$ cat src/rtl/fetch_stage.sv
// Instruction fetch stage: PC register, IF/ID pipeline register and RUN/HALTED control.
// Define FETCH_PERF_CNT_EN to add the saturating fetch_count output.
module fetch_stage (
    input  logic        clk,
    input  logic        rst_n,
    output logic [15:0] imem_addr,
    input  logic [15:0] imem_data,
    input  logic        stall,
    input  logic        branch_taken,
    input  logic [15:0] branch_target,
    output logic [15:0] ifid_instr,
    output logic [15:0] ifid_pc_plus2,
    output logic        ifid_valid,
`ifdef FETCH_PERF_CNT_EN
    output logic        halted,
    output logic [15:0] fetch_count
`else
    output logic        halted
`endif
);

    typedef enum logic {
        RUN    = 1'b0,
        HALTED = 1'b1
    } fetchState_e;

    fetchState_e state;
    fetchState_e stateNext;

    logic [15:0] pc;
    logic [15:0] pcNext;
    logic [15:0] pcPlus2;
    logic [15:0] instrNext;
    logic [15:0] pcPlus2Next;
    logic        validNext;
    logic        isHalt;
`ifdef FETCH_PERF_CNT_EN
    logic        fetchEdge;
`endif

    // Plain 16-bit add: 0xFFFE + 2 wraps to 0x0000 silently.
    assign pcPlus2   = pc + 16'd2;
    assign imem_addr = pc;
    assign isHalt    = (imem_data[15:12] == 4'b1111);

    // Priority: branch redirect, then stall, then HALTED idling, then fetch/halt detect.
    always_comb begin
        // NOTE: every output of this block gets a default first, so no path can infer a latch.
        stateNext   = state;
        pcNext      = pc;
        instrNext   = ifid_instr;
        pcPlus2Next = ifid_pc_plus2;
        validNext   = ifid_valid;
`ifdef FETCH_PERF_CNT_EN
        fetchEdge   = 1'b0;
`endif
        if (branch_taken) begin
            pcNext    = {branch_target[15:1], 1'b0};
            instrNext = 16'h0000;
            validNext = 1'b0;
            stateNext = RUN;
        end else if (stall) begin
            stateNext = state;
        end else if (state == HALTED) begin
            instrNext = 16'h0000;
            validNext = 1'b0;
        end else begin
            instrNext   = imem_data;
            pcPlus2Next = pcPlus2;
            validNext   = 1'b1;
`ifdef FETCH_PERF_CNT_EN
            fetchEdge   = 1'b1;
`endif
            // HLT is still delivered to decode, but the PC parks on it.
            if (isHalt) begin
                stateNext = HALTED;
            end else begin
                pcNext = pcPlus2;
            end
        end
    end

    // NOTE: sequential state uses non-blocking assignments so all flops update together.
    always_ff @(posedge clk or negedge rst_n) begin
        if (!rst_n) begin
            state <= RUN;
        end else begin
            state <= stateNext;
        end
    end

    always_ff @(posedge clk or negedge rst_n) begin
        if (!rst_n) begin
            pc            <= 16'h0000;
            ifid_instr    <= 16'h0000;
            ifid_pc_plus2 <= 16'h0000;
            ifid_valid    <= 1'b0;
            halted        <= 1'b0;
        end else begin
            pc            <= pcNext;
            ifid_instr    <= instrNext;
            ifid_pc_plus2 <= pcPlus2Next;
            ifid_valid    <= validNext;
            halted        <= (stateNext == HALTED);
        end
    end

`ifdef FETCH_PERF_CNT_EN
    always_ff @(posedge clk or negedge rst_n) begin
        if (!rst_n) begin
            fetch_count <= 16'h0000;
        end else if (fetchEdge && (fetch_count != 16'hFFFF)) begin
            fetch_count <= fetch_count + 16'd1;
        end
    end
`endif

endmodule

$ cat config.mk
export PLATFORM = sky130hd
export DESIGN_NAME = fetch_stage
export DESIGN_NICKNAME = d
export VERILOG_FILES = /design/src/rtl/fetch_stage.sv
export SDC_FILE = /design/constraint.sdc
export NUM_CORES = 1
export LEC_CHECK = 0
export BUFFER_PORTS_ARGS = -buffer_cell sky130_fd_sc_hd__buf_2
export CORE_ASPECT_RATIO = 0.8
export CORE_UTILIZATION = 40
export DETAILED_ROUTE_END_ITERATION = 8
export HOLD_SLACK_MARGIN = 0.12
export PLACE_DENSITY = 0.67
export SLEW_MARGIN = 10
export SYNTH_ARGS = -nofsm -noshare
export SYNTH_HDL_FRONTEND = slang
export SYNTH_SLANG_ARGS = --single-unit
$ cat constraint.sdc
create_clock -name clk -period 2.2 [get_ports clk]
set_input_delay 0.44 -clock clk [delete_from_list [all_inputs] [get_ports clk]]
set_output_delay 0.44 -clock clk [all_outputs]
set_load 0.005 [all_outputs]
==> metrics list <==
* Worst min path class: in2reg
* Highest cell delay on the worst timing path: 0.49 ns
- Synthesized flop and latch total: 48
- Slowest stage cell, crit path: dfrtp_1
- In the final timing run, aggregate negative setup slack is 0 ns.
- Share of the core filled with cells: 0.524
- After the first detailed-routing iteration, the DRC count stood at 82.
* Area of the die: 6030 µm²
- Total length of routed wires: just over 5 mm
- Clock-pin slew on the worst setup and hold paths: approximately 0.090 ns
- The library cell used most frequently in the layout, excluding fill and tap cells, is buf_2.
- Final setup slack of the worst path: around 0.25 ns
- Slew at the pin with the worst max-slew slack: 0.690 ns
- After detailed routing, the average wire length per cell comes to 13.8 µm.
* Min Clock Period, post-route: 1.95 ns
- Summed over all instances, the cell type with the most area after synthesis is dfrtp_1.
* Area growth syn-to-layout: 25.2%
- Dividing the final minimum period by the clock period gives 0.888.
- Leaving out fill and tap cells, the most frequent cells in the layout are 82 x buf_2, 48 x dfrtp_1, 19 x nor2_1.
- Placed wire-length estimate after detailed placement: 3.91 mm
* Die Wd: 86.5 µm
- Clock Skew: 0.00693 ns
- Instance count after placement with tap cells included: 368
- Remaining antenna violation count after routing: 0
- CTS Buf Count: 5
* Primary flip-flop cell chosen by synthesis mapping: dfrtp_1
- The H-tree was split into 2 levels.
* Required time worst endpoint: 2.39 ns
- The critical path goes through ha_1 -> and3_1 -> nand4_4 -> o31a_1 -> o31a_1.
- Number of max-cap violations: 0
- The count of pins over their slew limit was 0.
- The critical path is of the reg2reg type.
* Synth area leaders: dfrtp_1 53%, a22o_1 6.1%, xor2_1 5.0%
- Number of optimization iterations in the first detailed-route pass: 4
- In the routed layout, each cell is associated on average with a via count of ~4.9.
* Critical path startpoint category: flop
* Number of nets in the finished design: 335
- Counting flops with a built-in enable in the synthesized netlist gives 0.
- Yosys mapped the design onto 38 distinct sky130hd cell types.
- Share of cells above drive strength 1: 0.344
* Endpoints failing setup: 0
* Maximum buffer depth of the clock tree: 2
- Setup repair after global routing missed its margin: no
- Number of hold violations in the final report: 0
* Placed Instance Area: 2760 µm²
- Of the synthesized area, sequential elements account for 0.525.
- Initial antenna violation count: 0
* Worst-case headroom to the max-slew limit: 0.538
- The Yosys step of the flow raised 0 warnings.
- Detailed routing inserted a total of 1866 vias.
- Pre-CTS WS: 0.273 ns
* Timing-limited maximum frequency: roughly 510 MHz
* Overall die height: around 70 µm
- Global-route wire length before repair: 8.63 mm
* Diode insertion count for antenna repair: 0
* Clock latency on the worst-skew pair: 0.30 ns
* Pin count of the biggest net entering global routing: 28
- Clock Tree Root: clkbuf_8
- Remaining global-route overflow: 0
- Result of the run: complete, no violations
- Cell with the most instances on the worst path: o31a_1
* Aggregate global-route resource usage: 0.185
- Count of non-filler cells in the finished layout: 377
* Fraction of post-synthesis cell area in the top cell type by area: 0.525
- Final RePlAce weighted congestion: 0.779
* Number of setup buffers added after CTS: 0
- In this run the count of I/O pins placed on the die edge is 86.
- Average cell area after synthesis: roughly 11 µm²
- After detailed routing, the number of remaining DRC violations is 0.
- Quantity of gates resized following cts: 0
- Effective utilization at floorplan: 0.418
* Placeable Area: about 5500 µm²
* Standby leakage power: about 1.3 nW
- Site Rows: 24
- The clock drives 48 sinks.
- With fillers left out, the area of the finished cells amounts to 2860 µm².
- Cell area after synthesis: 2290 µm²
- TritonCTS built the clock tree.
- Post-synthesis cell count: approximately 220
- STA puts the critical path data arrival time at 2.15 ns.
- Of all nets on the critical path, the largest fanout is 7.
- Via count of the first global-routing pass: roughly 1800
- Crit end category: flop
* Total power divided by cell area: 701 nW/µm²
- After synthesis, the share of flip-flops with an asynchronous set or reset is 1.00.
* Count of input and output buffers: 82
- The worst-case IR drop observed on VDD is 0.278 mV.
==> flip-flops by register name, summed over array words and instances (netlist names) <==
register	count
ifid_pc_plus2	15
halted	1
ifid_instr	16
ifid_valid	1
imem_addr	15
==> worst paths after layout <==
check,endpoint,slack [ns],depth (start not counted),startpoint
worst max register to register,imem_addr[15]$_DFFE_PN0P_,0.25,5,imem_addr[1]$_DFFE_PN0P_
worst min register to register,ifid_valid$_DFFE_PN0P_,0.49,1,ifid_valid$_DFFE_PN0P_
worst min-delay path,imem_addr[3]$_DFFE_PN0P_,0.34,3,branch_target[3]
worst max-delay path,imem_addr[15]$_DFFE_PN0P_,0.25,5,imem_addr[1]$_DFFE_PN0P_
max in group asynchronous,ifid_pc_plus2[13]$_DFFE_PN0P_,1.02,3,rst_n
min in group asynchronous,ifid_instr[2]$_DFFE_PN0P_,0.60,2,rst_n
==> where the power goes <==
part	switching [mW]	leakage, nW	internal (mW)
Sequential	0.0962	0.582	0.986
Clock	0.306	0.0404	0.225
Combinational	0.201	0.703	0.194
Total	0.604	1.33	1.40
==> metrics by stage <==
stage | power (mW) | hold slack [ns]
after global placement | 1.48 | 0.395
after global routing | 2.14 | 0.337
after floorplan | 1.29 | 0.144
after CTS | 2.03 | 0.333
after detailed placement | 1.50 | 0.399
final | 2.01 | 0.341
==> cells by family (layout without fill, tap and decap cells) <==
logic type,after synthesis,in the layout,synth area share
compound gates,52,52,0.148
xor+xnor,21,21,0.0804
fa+ha+maj,1,1,0.00547
mux,3,3,0.0137
buf+inv,18,99,0.0416
other cells,1,2,0.00164
flops,48,48,0.525
simple gates,73,73,0.184
==> layer usage <==
metal	share of wire	up-vias	GRT usage
li1	-	929	-
met1	0.49	871	0.276
met2	0.45	60	0.269
met3	0.056	6	0.0488
met4	0.010	0	0.0426
met5	0	-	0
==> layout make-up <==
cell class              instances  area [µm²]
repair buffers                 88         458
well taps                      78        97.6
multi-input cells             152        1000
inverters                       3        11.3
flip-flops and latches         48        1200
clock buffers                   5        68.8
fillers                       543        2600
clock inverters                 3        23.8
==> cells in the mapped netlist (2+ instances only) <==
| master | count |
|---|---|
| nand4_4 | 2 |
| nor3_1 | 3 |
| nand2_1 | 16 |
| a22o_1 | 16 |
| xor2_1 | 13 |
| buf_2 | 4 |
| nor2_1 | 19 |
| nor2b_1 | 2 |
| buf_4 | 4 |
| and3_1 | 3 |
| nand4_1 | 7 |
| xnor2_1 | 8 |
| o31a_1 | 2 |
| nand3_1 | 6 |
| o21ai_1 | 6 |
| inv_1 | 2 |
| or3_1 | 5 |
| a31oi_1 | 5 |
| a21oi_1 | 13 |
| nor4_1 | 2 |
| clkbuf_1 | 6 |
| mux2i_1 | 2 |
| o21ai_0 | 8 |
| and4_1 | 2 |
| dfrtp_1 | 48 |
==> timing repair <==
item                                    CTS  global route
hold buffers                              1             0
endpoints found under the setup margin    0             0
hold endpoints to repair                 17             0
==> worst max-delay path: cells and delay by family, from the launching register on <==
| family | cells | cell delay (ns) |
|---|---|---|
| AOI/OAI and AO/OA | 2 | 0.57 |
| and+or+nand+nor | 2 | 0.51 |
| DFF | 1 | 0.49 |
| adders and majority gates | 1 | 0.27 |
Power figures use the tool's default switching activity.
